**src/rtl/cu_if_fetch_pkg.sv**
```systemverilog
// Shared types and constants for the CU instruction-fetch stage.
package cu_if_fetch_pkg;

  localparam int XLEN = 32;

  // Canonical NOP (addi x0, x0, 0) presented to decode before any real fetch.
  localparam logic [XLEN-1:0] NOP_INSTR = 32'h0000_0013;

  typedef enum logic [2:0] {
    S_BOOT,
    S_FETCH,
    S_HOLD,
    S_FLUSH,
    S_FAULT
  } fetch_state_e;

  typedef enum logic [1:0] {
    CAUSE_NONE     = 2'b00,
    CAUSE_MISALIGN = 2'b01,
    CAUSE_BUS_ERR  = 2'b10,
    CAUSE_TIMEOUT  = 2'b11
  } fault_cause_e;

endpackage

```
**src/rtl/cu_if_fetch_if.sv**
```systemverilog
// Instruction-memory request/ack bus between the fetch stage and imem.
interface cu_if_fetch_if;
  import cu_if_fetch_pkg::*;

  logic            req;
  logic [XLEN-1:0] addr;
  logic            ack;
  logic [XLEN-1:0] rdata;
  logic            err;

  modport master (output req, output addr, input ack, input rdata, input err);
  modport slave  (input req, input addr, output ack, output rdata, output err);

endinterface

```
**src/rtl/cu_if_fetch_timeout_ctr.sv**
```systemverilog
// Counts cycles spent waiting on imem_ack; saturates and flags expiry at
// TIMEOUT_CYCLES-1 so a redirect arriving on the expiry cycle cannot wrap it.
module cu_if_fetch_timeout_ctr #(
  parameter int TIMEOUT_CYCLES = 16
) (
  input  logic clk,
  input  logic rst,
  input  logic clear,
  input  logic enable,
  output logic expire
);

  localparam int W = $clog2(TIMEOUT_CYCLES);
  localparam logic [W-1:0] LAST = W'(TIMEOUT_CYCLES - 1);

  logic [W-1:0] count_q, count_d;

  assign expire = (count_q == LAST);

  // Next count: clear wins, otherwise step while enabled and not yet expired.
  always_comb begin
    count_d = count_q;
    if (clear) begin
      count_d = '0;
    end else if (enable && !expire) begin
      count_d = count_q + W'(1);
    end
  end

  // Counter register with synchronous reset.
  always_ff @(posedge clk) begin
    if (rst) count_q <= '0;
    else     count_q <= count_d;
  end

endmodule

```
**src/rtl/cu_if_fetch.sv**
```systemverilog
// CU instruction-fetch stage: owns the PC, fetches words over the imem bus,
// hands them to decode via Cu_IR/Fetch_ready, and handles stall, redirect
// (with in-flight discard) and fetch faults.
module cu_if_fetch
  import cu_if_fetch_pkg::*;
#(
  parameter logic [XLEN-1:0] RESET_PC       = 32'h0000_0000,
  parameter int              TIMEOUT_CYCLES = 16
) (
  input  logic            soc_clk,
  input  logic            IF_reset,
  input  logic            IF_stall,
  input  logic            redirect_valid,
  input  logic [XLEN-1:0] redirect_pc,
  cu_if_fetch_if.master   imem,
  output logic [XLEN-1:0] Cu_IR,
  output logic [XLEN-1:0] fetch_pc,
  output logic            Fetch_ready,
  output logic            fetch_fault,
  output logic [1:0]      fault_cause
);

  fetch_state_e    state_q, state_d;
  logic [XLEN-1:0] pc_q, pc_d;
  logic [XLEN-1:0] flush_addr_q, flush_addr_d;
  logic [XLEN-1:0] ir_q, ir_d;
  logic [XLEN-1:0] fpc_q, fpc_d;
  logic            ready_q, ready_d;
  logic            fault_q, fault_d;
  fault_cause_e    cause_q, cause_d;

  logic in_flight;
  logic ctr_clear;
  logic ctr_expire;

  // During a flush the old request must stay stable even though pc already
  // holds the redirect target, hence the separate flush address.
  assign in_flight   = (state_q == S_FETCH) || (state_q == S_FLUSH);
  assign imem.req    = in_flight;
  assign imem.addr   = (state_q == S_FLUSH) ? flush_addr_q : pc_q;
  assign Cu_IR       = ir_q;
  assign fetch_pc    = fpc_q;
  assign Fetch_ready = ready_q;
  assign fetch_fault = fault_q;
  assign fault_cause = cause_q;

  // The wait counter only runs while a request stays outstanding in the same
  // state; any transition, ack or restart begins a fresh wait.
  assign ctr_clear = !(in_flight && (state_d == state_q) && !imem.ack);

  cu_if_fetch_timeout_ctr #(
    .TIMEOUT_CYCLES(TIMEOUT_CYCLES)
  ) u_timeout (
    .clk   (soc_clk),
    .rst   (IF_reset),
    .clear (ctr_clear),
    .enable(!ctr_clear),
    .expire(ctr_expire)
  );

  // Next-state logic: redirect outranks stall, ack and timeout.
  always_comb begin
    state_d      = state_q;
    pc_d         = pc_q;
    flush_addr_d = flush_addr_q;
    ir_d         = ir_q;
    fpc_d        = fpc_q;
    ready_d      = 1'b0;
    fault_d      = fault_q;
    cause_d      = cause_q;

    if (redirect_valid && (redirect_pc[1:0] != 2'b00)) begin
      state_d = S_FAULT;
      fault_d = 1'b1;
      cause_d = CAUSE_MISALIGN;
    end else if (redirect_valid) begin
      pc_d    = redirect_pc;
      fault_d = 1'b0;
      cause_d = CAUSE_NONE;
      case (state_q)
        S_FETCH: begin
          if (imem.ack) begin
            state_d = S_FETCH;
          end else begin
            state_d      = S_FLUSH;
            flush_addr_d = pc_q;
          end
        end
        S_FLUSH: state_d = imem.ack ? S_FETCH : S_FLUSH;
        default: state_d = S_FETCH;
      endcase
    end else begin
      case (state_q)
        S_BOOT:  state_d = S_FETCH;
        S_FETCH: begin
          if (imem.ack && imem.err) begin
            state_d = S_FAULT;
            fault_d = 1'b1;
            cause_d = CAUSE_BUS_ERR;
          end else if (imem.ack) begin
            state_d = S_HOLD;
            ir_d    = imem.rdata;
            fpc_d   = pc_q;
            pc_d    = pc_q + 32'd4;
            ready_d = 1'b1;
          end else if (ctr_expire) begin
            state_d = S_FAULT;
            fault_d = 1'b1;
            cause_d = CAUSE_TIMEOUT;
          end
        end
        S_HOLD: begin
          if (!IF_stall) state_d = S_FETCH;
        end
        S_FLUSH: begin
          if (imem.ack) begin
            state_d = S_FETCH;
          end else if (ctr_expire) begin
            state_d = S_FAULT;
            fault_d = 1'b1;
            cause_d = CAUSE_TIMEOUT;
          end
        end
        S_FAULT: state_d = S_FAULT;
        default: state_d = S_BOOT;
      endcase
    end
  end

  // State, PC and registered outputs; reset overrides any handshake.
  always_ff @(posedge soc_clk) begin
    if (IF_reset) begin
      state_q      <= S_BOOT;
      pc_q         <= RESET_PC;
      flush_addr_q <= '0;
      ir_q         <= NOP_INSTR;
      fpc_q        <= '0;
      ready_q      <= 1'b0;
      fault_q      <= 1'b0;
      cause_q      <= CAUSE_NONE;
    end else begin
      state_q      <= state_d;
      pc_q         <= pc_d;
      flush_addr_q <= flush_addr_d;
      ir_q         <= ir_d;
      fpc_q        <= fpc_d;
      ready_q      <= ready_d;
      fault_q      <= fault_d;
      cause_q      <= cause_d;
    end
  end

endmodule

```
**src/flat_wrapper.sv**
```systemverilog
// flat-port wrapper written by rule: the top's interface ports become plain ports
module cu_if_fetch_flat import cu_if_fetch_pkg::*;
#(
  parameter logic [XLEN-1:0] RESET_PC       = 32'h0000_0000,
  parameter int              TIMEOUT_CYCLES = 16
)
  (soc_clk, IF_reset, IF_stall, redirect_valid, redirect_pc, Cu_IR, fetch_pc, Fetch_ready, fetch_fault, fault_cause, imem_req, imem_addr, imem_ack, imem_rdata, imem_err);
  cu_if_fetch_if imem_i ();
  input  logic soc_clk;
  input  logic IF_reset;
  input  logic IF_stall;
  input  logic redirect_valid;
  input  logic [XLEN-1:0] redirect_pc;
  output logic [XLEN-1:0] Cu_IR;
  output logic [XLEN-1:0] fetch_pc;
  output logic Fetch_ready;
  output logic fetch_fault;
  output logic [1:0] fault_cause;
  output wire logic [$bits(imem_i.req)-1:0] imem_req;
  output wire logic [$bits(imem_i.addr)-1:0] imem_addr;
  input wire logic [$bits(imem_i.ack)-1:0] imem_ack;
  input wire logic [$bits(imem_i.rdata)-1:0] imem_rdata;
  input wire logic [$bits(imem_i.err)-1:0] imem_err;
  assign imem_req = imem_i.req;
  assign imem_addr = imem_i.addr;
  assign imem_i.ack = imem_ack;
  assign imem_i.rdata = imem_rdata;
  assign imem_i.err = imem_err;
  cu_if_fetch #(.RESET_PC(RESET_PC), .TIMEOUT_CYCLES(TIMEOUT_CYCLES)) u_core (.soc_clk(soc_clk), .IF_reset(IF_reset), .IF_stall(IF_stall), .redirect_valid(redirect_valid), .redirect_pc(redirect_pc), .imem(imem_i), .Cu_IR(Cu_IR), .fetch_pc(fetch_pc), .Fetch_ready(Fetch_ready), .fetch_fault(fetch_fault), .fault_cause(fault_cause));
endmodule
```
**config.mk**
```make
export PLATFORM = sky130hd
export DESIGN_NAME = cu_if_fetch_flat
export DESIGN_NICKNAME = d
export VERILOG_FILES = /design/src/rtl/cu_if_fetch_pkg.sv /design/src/rtl/cu_if_fetch_if.sv /design/src/rtl/cu_if_fetch_timeout_ctr.sv /design/src/rtl/cu_if_fetch.sv /design/src/flat_wrapper.sv
export SDC_FILE = /design/constraint.sdc
export NUM_CORES = 1
export LEC_CHECK = 0
export CORE_MARGIN = 4
export CORE_UTILIZATION = 40
export CTS_CLUSTER_DIAMETER = 30
export DETAILED_ROUTE_END_ITERATION = 10
export PLACE_DENSITY = 0.68
export SYNTH_ARGS = -nofsm -noshare
export SYNTH_HDL_FRONTEND = slang
export SYNTH_SLANG_ARGS = --single-unit
```
**constraint.sdc**
```tcl
create_clock -name soc_clk -period 3.9 [get_ports soc_clk]
set_input_delay 0.585 -clock soc_clk [delete_from_list [all_inputs] [get_ports soc_clk]]
set_output_delay 0.585 -clock soc_clk [all_outputs]
set_load 0.02 [all_outputs]
```
### Word-level counts from Yosys, hierarchy flattened

Index checks and enable logic that the tools add are counted.

* memory bits (writable): 0
* input port bits: 70
* logic and storage cells: 74
* latch bits: 0
* memories kept: 0
* ROM bits: 0
* register bits: 139

* $add $sub $neg: 2
* reduce and logical (&&, ||, !) cells: 21
* mux-type cells: 28
* divide/modulo/power cells: 0
* bitwise operators: 6
* shift-type cells: 0
* $lt $le $gt $ge: 0
* multipliers: 0
* equal/unequal tests: 7

Operators by type and width (count)
* $mux 32: 5
* $add 32x3->32 const B: 1
* $mux 3: 8
* $pmux 3 s5: 1
* $mux 1: 8
* $mux 2: 4
* $reduce_and 4->1: 2
* $reduce_bool 2->1: 4
* $eq 3x2->1 const B: 2
* $not 1->1: 6
* $logic_and 1x1->1: 5
* $reduce_and 5->1: 1
* $reduce_or 5->1: 1
* $add 4x1->4 const B: 1
* $eq 4x4->1 const B: 1
* $pmux 2 s2: 1
* $reduce_bool 4->1: 1
* $reduce_or 2->1: 2
* $eq 3x1->1 const B: 1
* $eq 3x3->1: 1
* $eq 3x3->1 const B: 1
* $logic_not 3->1: 1
* $reduce_or 3->1: 1
* $logic_not 1->1: 2
* other kinds (3): 3

### Depth between registers and ports, before layout

* word-level depth: 12
* mapped depth: 9

### Hierarchy

From an unflattened synthesis, not the netlist that was laid out.

* cell total of the unflattened synthesis: 803
* area total of the unflattened synthesis: 6373.6 µm²

Modules (own cells, without submodules)
* cu_if_fetch: area each 6162.2 µm², cells each 781, sequential area each 2702.6 µm², times used 1
* cu_if_fetch_timeout_ctr: area each 211.5 µm², cells each 22, sequential area each 80.1 µm², times used 1

### Worst setup path before layout

OpenSTA, ideal clock, no wires.

* path type: register to output
* start point: reg u_core.state_q[2]
* end point: out imem_addr[10]
* slack: 1.690 ns
* cell stages (with the launch flop): 7
* arrival time: 1.625 ns
* path through: dfxtp_1 nand2b_1 buf_2 inv_2 nand2_1 buf_1 mux2_2

* cells in the longest elaborated chain, start to end: 2

RTL lines
* from (decl): RTL line cu_if_fetch.sv:23 `fetch_state_e state_q, state_d;`
* from (signal assigned): RTL line cu_if_fetch.sv:142 `state_q <= state_d;`
* $eq 3x2->1: RTL line cu_if_fetch.sv:40 `assign imem.addr = (state_q == S_FLUSH) ? flush_addr_q : pc_q;`
* $mux 32: RTL line cu_if_fetch.sv:40
* to (decl): RTL line flat_wrapper.sv:20 `output wire logic [$bits(imem_i.addr)-1:0] imem_addr;`

No other way between the ends.

### Final worst setup path

* start point: reg u_core.state_q[2]
* end point: out imem_addr[3]

Same word-level chain as after synthesis.

==> qor.log <==
INFO  drt            drt_first_iter_violations=439
INFO  timing         worst_pin_slew=0.702ns
INFO  synthesis      yosys-top-cells-area=sky130_fd_sc_hd__dfxtp_1, sky130_fd_sc_hd__nand2_1, sky130_fd_sc_hd__a21oi_1
INFO  drt            route.top_layer_used=met4
INFO  synthesis      syn_inst=792
INFO  placed_design  placement.io_buffers=170
INFO  pwr            power_density_relative_to_cell_area=399mW/mm2
INFO  timing         number_of_pins_with_negative_max_slew_slack_in_the_final_report=0
INFO  layout         layout-area-overhead-vs-synth=39.4%
INFO  clock_network  tritoncts=built
INFO  setup_path     arrival=2.58ns
INFO  global_route   grt_first_pass_wirelength=29300um
INFO  pwr            p_sw=0.797mW
INFO  setup_path     setup.worst_path.class=flop to output pin
INFO  setup_path     worst_path_dominant_cell_family=buffers and inverters
INFO  pwr            p_leak=3.00nW
INFO  clock_network  postCtsSetupRepairBufs=0
INFO  layout         most-common-layout-cells=sky130_fd_sc_hd__nand2_1, sky130_fd_sc_hd__clkdlybuf4s50_1, sky130_fd_sc_hd__dfxtp_1
INFO  layout         nNetsFinal=1002
INFO  global_route   vias_in_the_first_global_route=5580
INFO  placed_design  postPlaceCellArea=0.00805mm2
INFO  layout         diodes=0
INFO  clock_network  hold_buffers=0
INFO  die            floorplan.die.height=133um
INFO  clock_network  clock_tree.root_cell=sky130_fd_sc_hd__clkbuf_16
INFO  setup_path     crit_path_start_kind=flop
INFO  global_route   grt_use_total=0.204
INFO  die            io-pin-count=171
INFO  drt            detail_route.drc_violations=0
INFO  drt            totalWireLength=18200um
INFO  synthesis      post-synth-top-area-fraction=0.447
INFO  drt            route.vias.total=5977
INFO  timing         final_period_minus_worst_setup_slack=3.17ns
INFO  timing         final_critical_path_setup_slack=0.733ns
INFO  drt            drtAntennaViolNets=0
INFO  layout         finalCoreUtilization=0.569
INFO  min_path       hold_path_depth=2
INFO  synthesis      yosys_warnings=0
INFO  timing         tns=0ns
INFO  timing         max-slew-margin-rel=0.528
INFO  synthesis      synth_edf_count=0
INFO  setup_path     critical_path.n_buffers_inverters=3
INFO  setup_path     crit_fanout=16
INFO  drt            vias_per_cell=5.18
INFO  die            fp.dieArea=0.0176mm2
INFO  drt            m1WireLength=8370um
INFO  pwr            power_frac_clock=0.496
INFO  layout         layout_cell_share_with_drive_strength_beyond_1=0.109
INFO  status         status=finished, final reports clean
INFO  clock_network  buffer_levels_on_the_longest_clock_path=2
INFO  pwr            worst_ir_drop_vdd=0.000312V
INFO  clock_network  cts.htree.levels=4
INFO  drt            wl_met3=1080um
INFO  die            dieWidth=133um
INFO  setup_path     crit_required=3.31ns
INFO  synthesis      synthesis.area=0.00623mm2
INFO  pwr            power.combinational.fraction=0.079
INFO  min_path       holdCritPathClass=flop to flop
INFO  placed_design  place_congestion=0.806
INFO  clock_network  clock_sink_count=139
INFO  global_route   grt.overflow.total=0
INFO  synthesis      post-synth-top-area-cell=sky130_fd_sc_hd__dfxtp_1
INFO  setup_path     slowest_stage=sky130_fd_sc_hd__clkdlybuf4s50_1
INFO  timing         clock_skew=0.00730ns
INFO  timing         post-route-period-util=0.812
INFO  setup_path     timing.critical_path.depth=6
INFO  pwr            seqPwrFrac=0.425
INFO  synthesis      ys_seq_elements=139
INFO  pwr            fin_total_pwr=3.47mW
INFO  die            fp-row-count=45
INFO  layout         mostFrequentLayoutCell=sky130_fd_sc_hd__nand2_1
INFO  synthesis      mappedNetlistNets=864
INFO  setup_path     max_stage_delay=0.56ns
INFO  drt            drt_pass1_iterations=5
INFO  run            max_cap_viol_count=0
INFO  timing         maxClockFrequency=0.316GHz
INFO  layout         post-route-cell-area=0.00869mm2
INFO  pwr            net_switching_fraction_of_the_power=0.230
INFO  drt            wire_per_inst=15.7um
INFO  die            core_region_area=0.0153mm2
INFO  global_route   initial_antenna_violation_count=0
INFO  clock_network  worst_skew_pair.late_latency=0.42ns
INFO  placed_design  dpl_worst_slack=0.851ns
INFO  drt            met2_wirelength=8330um
INFO  setup_path     path_cells=nand2b_1 > inv_2 > nand2_1 > buf_4 > mux2_2 > clkdlybuf4s50_1
INFO  clock_network  numCtsBuffers=17
INFO  timing         rsz0062_at_grt=false
INFO  clock_network  ctsResizeCount=0
INFO  global_route   grt_start_max_net_pins=60
INFO  synthesis      avgSynthCellArea=7.87um2
INFO  layout         filler_cell_count=1444
INFO  synthesis      synth.yosys.seq_area_share=0.447
INFO  synthesis      async_s_r_ff_share_synth=0
INFO  timing         setup_viol_count_final=0
INFO  clock_network  path_clk_slew=0.06ns
INFO  setup_path     critical_path.endpoint_type=output pin
INFO  setup_path     r2r_cells=6
INFO  placed_design  hpwl=12200um
INFO  synthesis      dominantRegCellSynth=sky130_fd_sc_hd__dfxtp_1
INFO  synthesis      ys_types=58
INFO  pwr            internal_power=2.67mW
INFO  timing         count_of_final_hold_check_violations=0
INFO  die            start_util=0.408
-- state kept, by name, summed over array words and instances (netlist names) --
name and flops:
u_core.pc_q 32, u_core.fetch_pc 32, u_core.state_q 3, u_core.flush_addr_q 32, u_core.fault_cause 2, u_core.u_timeout.count_q 4, u_core.Cu_IR 32, u_core.Fetch_ready 1
u_core.fetch_fault 1
-- per-stage QoR --
stage               hold WS (ns)  std cells
floorplan                  0.434        792
global placement           0.439       1122
detailed placement         0.445       1122
CTS                        0.453       1154
global route               0.468       1154
finish                     0.449       1154
-- tightest hold or removal path, cell delays in order (launching register included) --
cell	delay, ns
sky130_fd_sc_hd__dfxtp_1	0.30
sky130_fd_sc_hd__nand2_1	0.05
sky130_fd_sc_hd__a21oi_1	0.05
-- synth_stat cells, types with 2 or more instances --
library cell                  n
sky130_fd_sc_hd__nand2_1    226
sky130_fd_sc_hd__dfxtp_1    139
sky130_fd_sc_hd__a21oi_1    115
sky130_fd_sc_hd__clkbuf_1    50
sky130_fd_sc_hd__nor2_1      34
sky130_fd_sc_hd__mux2_2      32
sky130_fd_sc_hd__o21ai_0     24
sky130_fd_sc_hd__nand3_1     20
sky130_fd_sc_hd__nor3_1      13
sky130_fd_sc_hd__and3_1      11
sky130_fd_sc_hd__buf_2       10
sky130_fd_sc_hd__nand4_1      9
sky130_fd_sc_hd__a31oi_1      7
sky130_fd_sc_hd__a211oi_1     6
sky130_fd_sc_hd__a22oi_1      6
sky130_fd_sc_hd__a311oi_1     5
sky130_fd_sc_hd__o211ai_1     5
sky130_fd_sc_hd__buf_1        4
sky130_fd_sc_hd__inv_1        4
sky130_fd_sc_hd__mux2i_1      4
sky130_fd_sc_hd__a22o_1       3
sky130_fd_sc_hd__a31o_2       3
sky130_fd_sc_hd__a32o_1       3
sky130_fd_sc_hd__and3_2       3
sky130_fd_sc_hd__nand2b_1     3
sky130_fd_sc_hd__nor4_2       3
sky130_fd_sc_hd__o21a_1       3
sky130_fd_sc_hd__o31a_1       3
sky130_fd_sc_hd__o31ai_1      3
sky130_fd_sc_hd__or3_1        3
sky130_fd_sc_hd__or4_1        3
sky130_fd_sc_hd__a2111oi_0    2
sky130_fd_sc_hd__a21o_1       2
sky130_fd_sc_hd__a41oi_1      2
sky130_fd_sc_hd__and2_1       2
sky130_fd_sc_hd__ha_1         2
sky130_fd_sc_hd__nor3b_1      2
sky130_fd_sc_hd__nor4_4       2
sky130_fd_sc_hd__o22ai_1      2
-- power by group through the flow --
stage	logic (mW)	clock network, mW	registers (mW)
final	0.273	1.72	1.47
after floorplan	0.138	0	1.50
after global routing	0.296	1.82	1.48
after CTS	0.274	1.75	1.47
after global placement	0.272	0	1.50
after detailed placement	0.273	0	1.50
-- per-layer routing --
layer / GRT usage / up-vias
met5: 0 / -
met4: 0.0751 / 0
met3: 0.0445 / 25
met2: 0.315 / 171
met1: 0.280 / 2759
li1: - / 3022
-- worst paths after layout --
check                                                    startpoint                                  end  slack (ns)
worst max register to register          u_core.pc_q[2]$_SDFFE_PP0P_         u_core.pc_q[26]$_SDFFE_PP0P_        1.63
worst min register to register  u_core.flush_addr_q[5]$_SDFFE_PP0P_  u_core.flush_addr_q[5]$_SDFFE_PP0P_        0.45
worst max-delay path                   u_core.state_q[2]$_SDFF_PP0_                         imem_addr[3]        0.73
worst min-delay path            u_core.flush_addr_q[5]$_SDFFE_PP0P_  u_core.flush_addr_q[5]$_SDFFE_PP0P_        0.45
-- cells by family (layout without fill, tap and decap cells) --
| logic type | Yosys count | count (layout) | share of synthesized area |
|---|---|---|---|
| compound gates | 197 | 197 | 0.186 |
| xor+xnor | 1 | 1 | 0.00141 |
| fa+ha+maj | 2 | 2 | 0.00402 |
| buf+inv | 72 | 223 | 0.0468 |
| flops | 139 | 139 | 0.447 |
| mux | 36 | 36 | 0.0643 |
| simple gates | 345 | 345 | 0.251 |
-- area by class of cell --
class	instances	area [um2]	share of cell area
multi-input cells	581	3180	0.366
flip-flops and latches	139	2780	0.320
repair buffers	185	1810	0.208
clock buffers	18	439	0.0505
well taps	211	264	0.0304
clock inverters	14	196	0.0226
inverters	6	22.5	0.00259
Power figures use the tool's default switching activity.
